File: config.mk
export PLATFORM = sky130hd
export DESIGN_NAME = bcd_uart_tx_flat
export DESIGN_NICKNAME = d
export VERILOG_FILES = /design/src/rtl/bcd_uart_tx_if.sv /design/src/rtl/bcd_uart_tx.sv /design/src/flat_wrapper.sv
export SDC_FILE = /design/constraint.sdc
export NUM_CORES = 1
export LEC_CHECK = 0
export BUFFER_PORTS_ARGS = -buffer_cell sky130_fd_sc_hd__buf_4
export CORE_ASPECT_RATIO = 0.7
export CORE_MARGIN = 2
export CORE_UTILIZATION = 50
export DETAILED_ROUTE_END_ITERATION = 12
export GPL_ROUTABILITY_DRIVEN = 1
export PLACE_DENSITY = 0.69
export SLEW_MARGIN = 15
export SYNTH_ARGS = -nofsm -noshare
export SYNTH_HDL_FRONTEND = slang
export SYNTH_SLANG_ARGS = --single-unit
File: constraint.sdc
create_clock -name i_iclk -period 4.84 [get_ports i_iclk]
set_input_delay 0.484 -clock i_iclk [delete_from_list [all_inputs] [get_ports i_iclk]]
set_output_delay 0.484 -clock i_iclk [all_outputs]
set_load 0.01 [all_outputs]
File: src/rtl/bcd_uart_tx_if.sv
// rtl/bcd_uart_tx_if.sv - start/digits request and UART status bundle for bcd_uart_tx
interface bcd_uart_tx_if;
    logic        i_start;
    logic [31:0] i_digits;
    logic        o_tx;
    logic        o_busy;
    logic        o_done;

    modport slave  (input  i_start, i_digits, output o_tx, o_busy, o_done);
    modport master (output i_start, i_digits, input  o_tx, o_busy, o_done);
endinterface

File: src/rtl/bcd_uart_tx.sv
// rtl/bcd_uart_tx.sv - sends an 8-digit BCD number as ASCII over 8N1 UART, optional CR LF
module bcd_uart_tx #(
    parameter int CLKS_PER_BIT = 434,
    parameter bit APPEND_CRLF  = 1'b1
) (
    input  logic        i_iclk,
    input  logic        i_rst,
    bcd_uart_tx_if.slave bus
);
    localparam int BW      = $clog2(CLKS_PER_BIT);
    localparam int N_CHARS = APPEND_CRLF ? 10 : 8;

    typedef enum logic [1:0] {IDLE, START, DATA, STOP} state_t;

    state_t      r_state, w_state_nxt;
    logic [BW-1:0] r_baud, w_baud_nxt;
    logic [2:0]  r_bit, w_bit_nxt;
    logic [3:0]  r_char, w_char_nxt;
    logic [31:0] r_msg, w_msg_nxt;
    logic [6:0]  r_shift, w_shift_nxt;
    logic        r_tx, w_tx_nxt;
    logic        r_busy, w_busy_nxt;
    logic        r_done, w_done_nxt;

    logic [3:0]  w_nib;
    logic [7:0]  w_char;
    logic        w_baud_last;

    assign w_baud_last = (r_baud == BW'(CLKS_PER_BIT - 1));

    always_comb begin
        w_nib = 4'h0;
        case (r_char)
            4'd0:    w_nib = r_msg[31:28];
            4'd1:    w_nib = r_msg[27:24];
            4'd2:    w_nib = r_msg[23:20];
            4'd3:    w_nib = r_msg[19:16];
            4'd4:    w_nib = r_msg[15:12];
            4'd5:    w_nib = r_msg[11:8];
            4'd6:    w_nib = r_msg[7:4];
            4'd7:    w_nib = r_msg[3:0];
            default: w_nib = 4'h0;
        endcase
        if (r_char == 4'd8)
            w_char = 8'h0D;
        else if (r_char == 4'd9)
            w_char = 8'h0A;
        else if (w_nib <= 4'd9)
            w_char = {4'h3, w_nib};
        else
            w_char = 8'h3F;
    end

    always_comb begin
        w_state_nxt = r_state;
        w_baud_nxt  = r_baud;
        w_bit_nxt   = r_bit;
        w_char_nxt  = r_char;
        w_msg_nxt   = r_msg;
        w_shift_nxt = r_shift;
        w_tx_nxt    = r_tx;
        w_busy_nxt  = r_busy;
        w_done_nxt  = 1'b0;
        case (r_state)
            IDLE: begin
                // A start arriving while the done pulse is still visible is dropped
                if (bus.i_start && !r_done) begin
                    w_state_nxt = START;
                    w_msg_nxt   = bus.i_digits;
                    w_char_nxt  = 4'd0;
                    w_baud_nxt  = '0;
                    w_tx_nxt    = 1'b0;
                    w_busy_nxt  = 1'b1;
                end
            end
            START: begin
                if (w_baud_last) begin
                    w_baud_nxt  = '0;
                    w_bit_nxt   = 3'd0;
                    w_shift_nxt = w_char[7:1];
                    w_tx_nxt    = w_char[0];
                    w_state_nxt = DATA;
                end else begin
                    w_baud_nxt = r_baud + BW'(1);
                end
            end
            DATA: begin
                if (w_baud_last) begin
                    w_baud_nxt = '0;
                    if (r_bit == 3'd7) begin
                        w_tx_nxt    = 1'b1;
                        w_state_nxt = STOP;
                    end else begin
                        w_bit_nxt   = r_bit + 3'd1;
                        w_tx_nxt    = r_shift[0];
                        w_shift_nxt = {1'b0, r_shift[6:1]};
                    end
                end else begin
                    w_baud_nxt = r_baud + BW'(1);
                end
            end
            STOP: begin
                if (w_baud_last) begin
                    w_baud_nxt = '0;
                    if (r_char < 4'(N_CHARS - 1)) begin
                        w_char_nxt  = r_char + 4'd1;
                        w_tx_nxt    = 1'b0;
                        w_state_nxt = START;
                    end else begin
                        w_busy_nxt  = 1'b0;
                        w_done_nxt  = 1'b1;
                        w_state_nxt = IDLE;
                    end
                end else begin
                    w_baud_nxt = r_baud + BW'(1);
                end
            end
            default: w_state_nxt = IDLE;
        endcase
    end

    always_ff @(posedge i_iclk or posedge i_rst) begin
        if (i_rst) begin
            r_state <= IDLE;
            r_baud  <= '0;
            r_bit   <= 3'd0;
            r_char  <= 4'd0;
            r_msg   <= 32'd0;
            r_shift <= 7'd0;
            r_tx    <= 1'b1;
            r_busy  <= 1'b0;
            r_done  <= 1'b0;
        end else begin
            r_state <= w_state_nxt;
            r_baud  <= w_baud_nxt;
            r_bit   <= w_bit_nxt;
            r_char  <= w_char_nxt;
            r_msg   <= w_msg_nxt;
            r_shift <= w_shift_nxt;
            r_tx    <= w_tx_nxt;
            r_busy  <= w_busy_nxt;
            r_done  <= w_done_nxt;
        end
    end

    assign bus.o_tx   = r_tx;
    assign bus.o_busy = r_busy;
    assign bus.o_done = r_done;
endmodule

File: src/flat_wrapper.sv
// flat-port wrapper written by rule: the top's interface ports become plain ports
module bcd_uart_tx_flat 
#(
    parameter int CLKS_PER_BIT = 434,
    parameter bit APPEND_CRLF  = 1'b1
)
  (i_iclk, i_rst, bus_i_start, bus_i_digits, bus_o_tx, bus_o_busy, bus_o_done);
  bcd_uart_tx_if bus_i ();
  input  logic i_iclk;
  input  logic i_rst;
  input wire logic [$bits(bus_i.i_start)-1:0] bus_i_start;
  input wire logic [$bits(bus_i.i_digits)-1:0] bus_i_digits;
  output wire logic [$bits(bus_i.o_tx)-1:0] bus_o_tx;
  output wire logic [$bits(bus_i.o_busy)-1:0] bus_o_busy;
  output wire logic [$bits(bus_i.o_done)-1:0] bus_o_done;
  assign bus_i.i_start = bus_i_start;
  assign bus_i.i_digits = bus_i_digits;
  assign bus_o_tx = bus_i.o_tx;
  assign bus_o_busy = bus_i.o_busy;
  assign bus_o_done = bus_i.o_done;
  bcd_uart_tx #(.CLKS_PER_BIT(CLKS_PER_BIT), .APPEND_CRLF(APPEND_CRLF)) u_core (.i_iclk(i_iclk), .i_rst(i_rst), .bus(bus_i));
endmodule
* Word level (Yosys, flattened, before mapping)
Index checks and enable logic that the tools add are counted.
** Operators by class
- Add/subtract/negate cells :: 3
- Order comparisons :: 2
- Eq/ne operators :: 22
- Multiplexer cells :: 40
- Reduce and logical (&&, ||, !) cells :: 13
** Operators by type and width (count)
- $pmux W4 S8 :: 1
- $mux W7 :: 3
- $mux W9 :: 2
- $pmux W9 S2 :: 1
- $eq A4 B3 Y1 const B :: 4
- $mux W4 :: 4
- $mux W8 :: 2
- $pmux W7 S2 :: 1
- $mux W1 :: 13
- $ne A2 B1 Y1 const B :: 6
- $reduce_and A4 Y1 :: 3
- $mux W2 :: 5
- $reduce_and A5 Y1 :: 2
- $add A9 B1 Y9 const B :: 1
- $eq A9 B9 Y1 const B :: 1
- $mux W3 :: 3
- $eq A4 B2 Y1 const B :: 2
- $eq A4 B4 Y1 const B :: 2
- $pmux W2 S4 :: 1
- $pmux W4 S2 :: 1
- $pmux W3 S2 :: 1
- $add A4 B1 Y4 const B :: 1
- $eq A2 B2 Y1 const B :: 2
- $eq A4 B1 Y1 const B :: 1
- other kinds (15) :: 17
** Word-level totals
- Register bits after elaboration :: 60
- Input port bits :: 35
- Output and inout port bits :: 3
- Word-level logic and storage cells :: 89

* Longest topological paths before layout
- Word-level depth :: 8
- Depth in mapped cells :: 8
- Mapped depth without buffers :: 7

* Worst setup path after synthesis
Ideal clock, no wire load.
- Path kind :: register -> register
- Start :: register u_core.r_char[0]
- End :: register u_core.r_shift[1]
- Library setup time :: 0.123 ns
- Arrival time :: 1.703 ns
- Required time :: 4.717 ns
- Slack :: 3.014 ns
- Cell stages (with the launch flop) :: 8
- Buffers on the path :: 1
- Period minus slack after synthesis :: 1.826 ns
- Cells stage by stage :: dfrtp_1 -> inv_1 -> ha_1 -> buf_2 -> a221o_1 -> a221oi_2 -> o22ai_1 -> o221a_1
** On the way
- Longest elaborated chain between the ends :: 8
- Elaborated cells on any way between the ends :: 17
- Those cells by class :: order compare (1); eq/ne (9); mux (6); reduce/logical (1)
** Ends and longest elaborated chain
- start, declared :: RTL line bcd_uart_tx.sv:18 : logic [3:0] r_char, w_char_nxt;
- start signal, assigned :: RTL line bcd_uart_tx.sv:137 : r_char <= w_char_nxt;
- $eq A4 B3 Y1, or another cell as far along :: RTL line bcd_uart_tx.sv:33 : case (r_char)
- $pmux W4 S8 :: RTL line bcd_uart_tx.sv:33
- $le A4 B4 Y1 :: RTL line bcd_uart_tx.sv:48 : else if (w_nib <= 4'd9)
- $mux W4 :: RTL line bcd_uart_tx.sv:48
- $mux W8 :: RTL line bcd_uart_tx.sv:46 : else if (r_char == 4'd9)
- $mux W8 * :: RTL line bcd_uart_tx.sv:44 : if (r_char == 4'd8)
- $mux W7 * :: RTL line bcd_uart_tx.sv:77 : if (w_baud_last) begin
- $pmux W7 S2 * :: RTL line bcd_uart_tx.sv:64 : case (r_state)
- end signal, assigned :: RTL line bcd_uart_tx.sv:139 : r_shift <= w_shift_nxt;
- end, declared :: RTL line bcd_uart_tx.sv:20 : logic [6:0] r_shift, w_shift_nxt;
Mark *: on every way between the ends. The rest lies on a longest branch, timed or not. The select of a mux whose other input is x is not followed.
A chain may end at the register's enable or synchronous reset.

* Worst setup path in the final report
- Start :: register u_core.r_char[0]
- End :: register u_core.r_shift[2]
The elaborated chain is that of the path after synthesis.

==> results by group <==
Global routing
  • Layer carrying the most global-route usage: met1
  • Wire length of the first global-routing pass: 11.2 mm
  • Overflow left after global routing: 0
  • Total global-route track usage: 20.8%
  • Maximum number of pins on one net before global-route repair: 59
  • Met3 Use GR: 6.65%
  • Via count of the first global-routing pass: 2245
  • Fraction of met2 tracks used by global routing: 30.1%
  • Met1 global-route usage: 30.2%
  • Number of antenna violations at the first check in global routing: 0

Timing
  • Final setup viols: 0
  • Count of final hold-check violations: 0
  • Post-route clock period utilization: 44.3%
  • Max Slew Vio Count: 0
  • Worst Tran Pin Value: 800 ps
  • Timing-limited maximum frequency: 466 MHz
  • Setup repair after global routing missed its margin: false
  • Setup TNS: 0 ps
  • Tmin final: 2140 ps
  • Setup Skew: 6.18 ps
  • Max_slew headroom: 46.6%

Power and ir drop
  • Fraction of power spent switching nets: 22.5%
  • Sum of internal, switching and leakage power: 952 uW
  • Largest voltage drop on the vdd net: 0.000124 V
  • Flop pwr share: 50.9%
  • Power spent charging and discharging nets: 214 uW
  • Combinational power share: 3.3%
  • Power density cells: 267 nW/um^2
  • LEAKAGE: 0.00171 uW
  • Clk pwr share: 45.8%
  • Cell-internal power: 738 uW

Clock network
  • Maximum level of the CTS H-tree: 3
  • Number of buffers added for setup after CTS: 0
  • Maximum count of clock buffers along a single path: 2
  • Total clock buffers created by CTS: 9
  • Clock slew at the register clock pins of the worst setup and hold paths: 70 ps
  • Sinks on Clock Net: 58
  • Hold bufs inserted after CTS: 0
  • TritonCTS clock tree: done
  • Gates resized, CTS repair: 0
  • Root Buffer Master: sky130_fd_sc_hd__clkbuf_8
  • Clock network latency to the later pin of the worst-skew pair: 340 ps

Critical path
  • Internal reg-to-reg setup slack: 2700 ps
  • Data required, critical path: 5070 ps
  • Data arrival time at the worst-slack endpoint: 2370 ps
  • Worst setup EP type: register
  • Kind of critical path: reg2reg
  • Top fanout value on the critical path: 8
  • End point of the critical path: u_core.r_shift[2]
  • CP Launch Type: register
  • Crit Reg-Reg Endpoint: u_core.r_shift[2]
  • Reg-to-Reg Start: u_core.r_char[0]
  • Timing startpoint of the critical path: u_core.r_char[0]
  • R2R cell count: 7

Placed design
  • Instance area after placement: 3370 sq um
  • Detail Placement HPWL: 4.45 mm
  • Global placer's final weighted congestion: 0.798
  • Input/output buffers: 37

Yosys
  • Number of library cell types mapped by synthesis: 53
  • Combinational family with the most area after synthesis: compound AO/OA/AOI/OAI gates
  • Proportion of register bits with asynchronous set or reset after synthesis: 100%
  • Number of nets in the synthesized netlist: 322
  • Cells after Synth: 274
  • Synth Area in Simple Gates: 11.8%
  • Adder-cell share of the synthesized area: 5.30%
  • Compound-gate portion of the synthesized area: 16.6%
  • XOR/XNOR Fraction of Synth Area: 0.855%
  • Share of synthesized area occupied by flip-flops and latches: 47.3%
  • Synthesized area per cell: 11.2 sq um
  • Post-synth EDFFs: 0
  • Leading register cell type out of synthesis: sky130_fd_sc_hd__dfrtp_1
  • Netlist area before placement: 3070 sq um
  • Yosys warning count: 0
  • Number of synthesized register bits: 58
  • Mux contribution to synthesized area: 14.2%

Detailed routing
  • Vias per Instance: 5.72
  • Remaining routing DRC violations: 0
  • 1st-pass router iterations: 4
  • Average wire per standard cell: 16.6 um
  • Aggregate routed wire length: 6.44 mm
  • Antenna viol nets, final: 0
  • Total number of vias: 2227
  • Initial detailed-routing violation count: 109

Floorplan
  • Area of the die: 6800 sq um
  • Starting Density: 52.6%
  • I/O pin total: 38
  • Core Area: 5840 sq um
  • Vertical extent of the die: 69.6 um
  • Number of rows created at floorplan: 23
  • Floorplan die width: 97.7 um

Layout
  • Fraction of final layout cells sized beyond drive strength 1: 30.9%
  • Synthesis-to-finish area growth: 16.0%
  • Design Area, Final: 3560 sq um
  • Number of diodes added for antenna fixing: 0
  • Final core area utilization: 61.0%
  • Final net count: 357

Run status
  • Outcome: finished clean

Worst hold path
  • Worst hold-check path type: in2async

Flow run
  • MaxCap Viol Count: 0
state kept, by name, summed over array words and instances, names as in the netlist:
| register | count |
|---|---|
| u_core.r_msg | 32 |
| u_core.r_baud | 9 |
| u_core.r_shift | 5 |
| u_core.r_char | 4 |
| u_core.r_bit | 3 |
| u_core.r_state | 2 |
| u_core.bus.o_busy | 1 |
| u_core.bus.o_done | 1 |
| u_core.bus.o_tx | 1 |
per-layer routing:
layer,vias to the layer above,part of all wire [%],routed length [um]
met5,-,0,0
met4,0,0.89,57
met3,8,5.2,332
met2,46,44,2860
met1,1103,49,3190
li1,1070,-,-
placed cells by master, fill, tap and decap left out, drive strengths merged, types with 6 or more instances in the layout:
master,instances
nor2,14
mux2,36
nand2b,6
nand2,16
dfrtp,57
nand3,6
a21oi,8
a22oi,10
buf,39
inv,9
ha,13
o21ai,20
a22o,7
clkbuf,9
cells by family after synthesis:
group,after synthesis
AND/OR/NAND/NOR,66
buffers and inverters,24
AO/OA/AOI/OAI,71
flip-flops,58
adder cells (fa/ha/maj),13
XOR/XNOR,3
multiplexers,39
how the worst min path moves through the flow:
stage,slack [ps],from,end,cells after the start
3_5_place_dp,480,u_core.r_shift[4],u_core.r_shift[4],1
6_report,340,i_rst,u_core.r_baud[0],3
5_1_grt,360,bus_i_digits[21],u_core.r_msg[21],2
3_3_place_gp,470,u_core.r_shift[4],u_core.r_shift[4],1
2_1_floorplan,460,u_core.r_shift[4],u_core.r_shift[4],1
4_1_cts,360,bus_i_digits[17],u_core.r_msg[17],2
cells in the mapped netlist, drive strengths merged, types with 2 or more instances:
master | n | area (sq um)
a31oi | 2 | 12.5
nand2b | 6 | 37.5
xor2 | 2 | 17.5
nor3 | 4 | 20.0
or2 | 2 | 12.5
inv | 9 | 33.8
o21ai | 20 | 100
and3 | 3 | 18.8
a21o | 3 | 22.5
dfrtp | 57 | 1430
and2 | 3 | 18.8
nor3b | 2 | 15.0
nor2 | 14 | 55.1
nor2b | 4 | 25.0
buf | 12 | 76.3
nand3 | 6 | 30.0
a21oi | 8 | 40.0
a22oi | 10 | 80.1
a221oi | 2 | 23.8
clkbuf | 3 | 11.3
a22o | 7 | 61.3
mux2 | 36 | 405
o31ai | 3 | 36.3
ha | 13 | 163
mux2i | 3 | 30.0
nand2 | 16 | 60.1
o22ai | 4 | 25.0
nand3b | 2 | 15.0
o221a | 2 | 22.5
stage by stage:
step	cells	setup slack (ps)	hold WS (ps)
floorplan	274	2930	458
global placement	373	2770	472
detailed placement	373	2740	480
CTS	389	2710	356
global route	389	2520	355
finish	389	2700	341
power by group through the flow:
stage,logic [uW],registers [uW],clock network [uW]
floorplan,7.60,494,0
global placement,32.0,494,0
detailed placement,32.6,494,0
CTS,32.6,485,446
global route,35.4,484,473
finish,31.4,485,436
critical path, cell delays in order, from the launching register on:
cell and delay [ps]:
sky130_fd_sc_hd__dfrtp_1 430, sky130_fd_sc_hd__inv_1 110, sky130_fd_sc_hd__ha_1 330, sky130_fd_sc_hd__a22o_1 270, sky130_fd_sc_hd__nor3_1 260, sky130_fd_sc_hd__a311o_1 260, sky130_fd_sc_hd__a2bb2oi_1 100, sky130_fd_sc_hd__mux2_2 270
cell type report:
type	instances	area (sq um)
Fill cell	514	2280
Multi-Input combinational cell	192	1500
Sequential cell	58	1450
Timing Repair Buffer	39	293
Clock buffer	9	124
Tap cell	75	93.8
Clock inverter	7	70.1
Inverter	9	33.8
Note: power is estimated with default switching activity, not from simulation.
